<file path="src/rtl/i2s_tx.sv">
// Philips I2S transmitter: derives MCLK/BCLK/LRCK from iCLK_50 and serialises
// a stereo sample pair that is captured once per frame.
module i2s_tx #(
    parameter int DW        = 16,
    parameter int SLOT      = 32,
    parameter int BCLK_HALF = 8,
    parameter int MCLK_HALF = 1
) (
    input  logic          iCLK_50,
    input  logic          iRESET_n,
    input  logic [DW-1:0] L_data,
    input  logic [DW-1:0] R_data,
    input  logic          mute,
    output logic          oMCLK,
    output logic          oBCLK,
    output logic          oLRCK,
    output logic          oSDIN,
    output logic          frame_start
);

    localparam int FRAME = 2 * SLOT;
    localparam int CW    = $clog2(FRAME);
    localparam int MCW   = (MCLK_HALF > 1) ? $clog2(MCLK_HALF) : 1;
    localparam int DCW   = (BCLK_HALF > 1) ? $clog2(BCLK_HALF) : 1;

    localparam logic [CW-1:0]  LAST_C     = CW'(FRAME - 1);
    localparam logic [CW-1:0]  SLOT_C     = CW'(SLOT);
    localparam logic [CW-1:0]  LRCK_ON_C  = CW'(SLOT - 1);
    localparam logic [CW-1:0]  LRCK_OFF_C = CW'(FRAME - 2);
    localparam logic [MCW-1:0] MTC_C      = MCW'(MCLK_HALF - 1);
    localparam logic [DCW-1:0] DTC_C      = DCW'(BCLK_HALF - 1);

    logic [MCW-1:0] r_mcnt;
    logic           r_mclk;
    logic [DCW-1:0] r_div;
    logic           r_bclk;
    logic [CW-1:0]  r_bit_cnt;
    logic           r_lrck;
    logic           r_sdin;
    logic           r_fs;
    logic [DW-1:0]  r_hl;
    logic [DW-1:0]  r_hr;

    logic           w_mtc;
    logic           w_dtc;
    logic           w_fe;
    logic           w_cap;
    logic           w_lr;
    logic           w_left;
    logic [CW-1:0]  w_n;
    logic [CW-1:0]  w_m;
    logic [DW-1:0]  w_word;
    logic [DW-1:0]  w_sh;
    logic           w_sbit;

    assign w_mtc = (r_mcnt == MTC_C);
    assign w_dtc = (r_div == DTC_C);
    assign w_fe  = w_dtc && r_bclk;
    assign w_n   = (r_bit_cnt == LAST_C) ? '0 : r_bit_cnt + CW'(1);
    assign w_cap = w_fe && (w_n == LAST_C);
    assign w_lr  = (w_n >= LRCK_ON_C) && (w_n <= LRCK_OFF_C);

    // Bit position within the slot shifted to the MSB; positions past DW shift
    // everything out, which yields the zero padding for free.
    assign w_left = (w_n < SLOT_C);
    assign w_m    = w_left ? w_n : w_n - SLOT_C;
    assign w_word = w_left ? r_hl : r_hr;
    assign w_sh   = w_word << w_m;
    assign w_sbit = w_sh[DW-1];

    always_ff @(posedge iCLK_50 or negedge iRESET_n) begin
        if (!iRESET_n) begin
            r_mcnt <= '0;
            r_mclk <= 1'b0;
        end else if (w_mtc) begin
            r_mcnt <= '0;
            r_mclk <= ~r_mclk;
        end else begin
            r_mcnt <= r_mcnt + MCW'(1);
        end
    end

    always_ff @(posedge iCLK_50 or negedge iRESET_n) begin
        if (!iRESET_n) begin
            r_div     <= '0;
            r_bclk    <= 1'b0;
            r_bit_cnt <= LAST_C;
            r_lrck    <= 1'b0;
            r_sdin    <= 1'b0;
            r_fs      <= 1'b0;
            r_hl      <= '0;
            r_hr      <= '0;
        end else begin
            r_fs <= w_cap;
            if (w_dtc) begin
                r_div  <= '0;
                r_bclk <= ~r_bclk;
            end else begin
                r_div <= r_div + DCW'(1);
            end
            if (w_fe) begin
                r_bit_cnt <= w_n;
                r_lrck    <= w_lr;
                r_sdin    <= w_sbit;
            end
            if (w_cap) begin
                r_hl <= mute ? '0 : L_data;
                r_hr <= mute ? '0 : R_data;
            end
        end
    end

    assign oMCLK       = r_mclk;
    assign oBCLK       = r_bclk;
    assign oLRCK       = r_lrck;
    assign oSDIN       = r_sdin;
    assign frame_start = r_fs;

endmodule

</file>
<file path="config.mk">
export PLATFORM = sky130hd
export DESIGN_NAME = i2s_tx
export DESIGN_NICKNAME = d
export VERILOG_FILES = /design/src/rtl/i2s_tx.sv
export SDC_FILE = /design/constraint.sdc
export NUM_CORES = 1
export LEC_CHECK = 0
export ABC_AREA = 1
export CORE_ASPECT_RATIO = 0.8
export CORE_MARGIN = 4
export CORE_UTILIZATION = 55
export DETAILED_ROUTE_END_ITERATION = 8
export GPL_TIMING_DRIVEN = 0
export HOLD_SLACK_MARGIN = 0.05
export PLACE_DENSITY = 0.81
export SLEW_MARGIN = 40
export SYNTH_ARGS = -nofsm -noshare
export SYNTH_HDL_FRONTEND = slang
export SYNTH_SLANG_ARGS = --single-unit
</file>
<file path="constraint.sdc">
create_clock -name iCLK_50 -period 3.88 [get_ports iCLK_50]
set_clock_uncertainty 0.1 [all_clocks]
set_input_delay 0.388 -clock iCLK_50 [delete_from_list [all_inputs] [get_ports iCLK_50]]
set_output_delay 0.388 -clock iCLK_50 [all_outputs]
set_load 0.005 [all_outputs]
</file>
==> results.cfg <==
[power_and_ir_drop]
power_density_nw_per_um2 = 263
peakVddDrop_uv = 204
p_leak_nw = 1.50
total_power_uw = 844

[synth]
syn_nets = 327
syn_inst = 287
synth_cell_type_count = 29
yosysSeqAreaShare_pct = 44.1
avgSynthCellArea_um2 = 9.16
ys_ff_latch = 46
synth_warnings = 0
syn_area_um2 = 2630

[routing]
wl_um = 5650
ant_nets = 0
avgRoutedWirePerCell_um = 14.3
drcViolationCount = 0
vias = 2077
drt_iter0_markers = 136
dr.pass1.iters = 4
vias_per_cell = 5.24

[timing]
fin_tns_setup_ns = 0
hold_viol = 0
post-route-period-util_pct = 58.9
rsz0062_at_grt = false
fmax_ghz = 0.438
setup_viol = 0
maxSlewHeadroom_pct = 68.4
setup_ws_ns = 1.60
fin_crit_ns = 2.28
tightestPinTransition_ns = 0.474
slew_viol_final = 0

[place]
dp_hpwl_um = 4190
placed_area_um2 = 3110
port_buffers = 39
place_worst_setup_slack_ns = 1.63
post-place-cells = 387
place.gp.congestion = 0.902

[global_route]
met3_usage_pct = 4.75
gr-usage-met2_pct = 32.4
grt_pass1_wl_um = 9720
track_usage_pct = 20.2
antenna_found_initial = 0
use_met1_pct = 28.0
grt.busiest_layer = met2
overflow = 0
grt_pass1_vias = 2127
grt_max_degree = 46

[floorplanning]
fp.dieArea_um2 = 5950
die_h_um = 69.8
coreArea_um2 = 4600
num_rows = 22
die_w_um = 85.3
pin_count = 40
initial_core_util_pct = 57.2

[final_layout]
n_antenna_cell = 0
layout-drive-gt1-share_pct = 28.3
nNetsFinal = 375
finalNonFillerCells = 396
nFillCells = 394
multi_input_area_um2 = 1170
design_area_um2 = 3210
regArea_um2 = 1160
area_growth_pct = 22.2

[critical_path]
worst_ep_required_time_ns = 3.97
endpoint_kind = register
worstSetupPathType = reg -> reg
worst-path-max-fanout = 10
crit_path_start_kind = register
arrival_ns = 2.38

[clock_tree]
clock-sinks = 46
h-tree-depth = 2
cts.repair.resized = 0
clk-insertion-delay-late_ns = 0.30
clk_pin_slew_ns = 0.09
root_buffer = clkbuf_8
cts_tree = yes
cts-buffers-inserted = 5
clock_path_buffers = 2

[status]
status = finished clean

[min_path]
min_path_type = in -> async

[job]
cap_violations = 0
-- worst paths after layout --
check                                                 to                     start  slack, ns  depth (start not counted)
worst min register to register           oMCLK$_DFF_PN0_           oMCLK$_DFF_PN0_       0.33                          1
worst max register to register         oSDIN$_DFFE_PN0P_  r_bit_cnt[0]$_DFFE_PN1P_       1.60                         14
worst min-delay path                 r_hl[1]$_DFFE_PN0P_                  iRESET_n       0.32                          2
worst max-delay path                   oSDIN$_DFFE_PN0P_  r_bit_cnt[0]$_DFFE_PN1P_       1.60                         14
max in group asynchronous       r_bit_cnt[0]$_DFFE_PN1P_                  iRESET_n       2.90                          3
min in group iCLK_50                     oMCLK$_DFF_PN0_           oMCLK$_DFF_PN0_       0.33                          1
-- placed cells by master (no fill, tap or decap), types with 4 or more instances in the layout --
master,n
buf_2,5
ha_1,5
nand3_2,27
clkbuf_8,6
dfrtp_1,40
o21ai_2,27
o21ai_0,6
inv_1,44
nor2_1,12
inv_2,4
nand3_1,49
dfstp_2,6
o21ai_1,5
buf_6,5
nand2_1,34
clkdlybuf4s50_1,38
-- cells in the mapped netlist --
cell type	count	area [um^2]
nand3_1	49	245
inv_1	44	165
dfrtp_1	40	1000
nand2_1	34	128
nand3_2	27	270
o21ai_2	27	236
nor2_1	12	45.0
dfstp_2	6	158
o21ai_0	6	30.0
buf_2	5	25.0
buf_6	5	56.3
ha_1	5	62.6
o21ai_1	5	25.0
inv_2	4	15.0
buf_8	2	30.0
nand2_4	2	22.5
nor2_2	2	12.5
a211o_1	1	8.76
a21oi_1	1	5.00
a21oi_2	1	8.76
a31oi_1	1	6.26
buf_4	1	7.51
clkbuf_1	1	3.75
nand2_2	1	6.26
nand3_4	1	17.5
nor2_4	1	11.3
nor3_2	1	10.0
nor4_1	1	6.26
xor2_1	1	8.76
-- registers in the layout (all words and copies together) (netlist names) --
signal       flops
r_hl            16
r_hr            16
r_bit_cnt        6
r_div            3
frame_start      1
oBCLK            1
oLRCK            1
oMCLK            1
oSDIN            1
-- cells by family after synthesis --
logic type                 synth area share (%)
and+or+nand+nor                            29.5
buffers and inverters                      11.5
DFF                                        44.1
AOI/OAI and AO/OA                          12.2
adders and majority gates                  2.38
xor gates and xnor gates                  0.333
-- layout make-up --
class	instances	area share, %
Multi-Input combinational cell	179	36.3
Sequential cell	46	36.1
Timing Repair Buffer	41	13.0
Inverter	48	5.61
Buffer	14	3.82
Clock buffer	7	2.69
Tap cell	60	2.34
Clock inverter	1	0.156
-- what timing repair did --
action | in CTS | in global routing
endpoints found under the hold margin | 40 | 0
setup buffers | 0 | 0
hold buffers | 1 | 0
-- routing by layer --
metal  vias to the layer above  part of all wire (%)
met2                        59                    49
met1                       981                    44
li1                       1032                     -
met3                         5                   6.3
met5                         -                     0
met4                         0                  0.44
-- critical path: stages (launching register included) --
cell,delay [ns]
dfstp_2,0.63
ha_1,0.19
nand2_1,0.09
nor2_1,0.15
inv_1,0.07
nor2_1,0.15
nor2_2,0.13
inv_2,0.15
nand3_1,0.10
nand3_1,0.08
nand2_1,0.08
nand2_1,0.06
nand3_1,0.06
nand3_1,0.08
nand2_1,0.05
-- report_power, final --
group          switching, mW  internal, mW
Combinational         0.0254        0.0339
Clock                  0.161         0.144
Sequential                 0         0.479
Total                  0.186         0.657
-- stage by stage --
stage,util [%],hold WS [ns]
2_1_floorplan,-,-0.00759
3_3_place_gp,67.3,0.307
3_5_place_dp,67.7,0.0819
4_1_cts,69.9,0.307
5_1_grt,69.9,0.322
6_report,69.9,0.321
(Power assumes the default switching activity.)
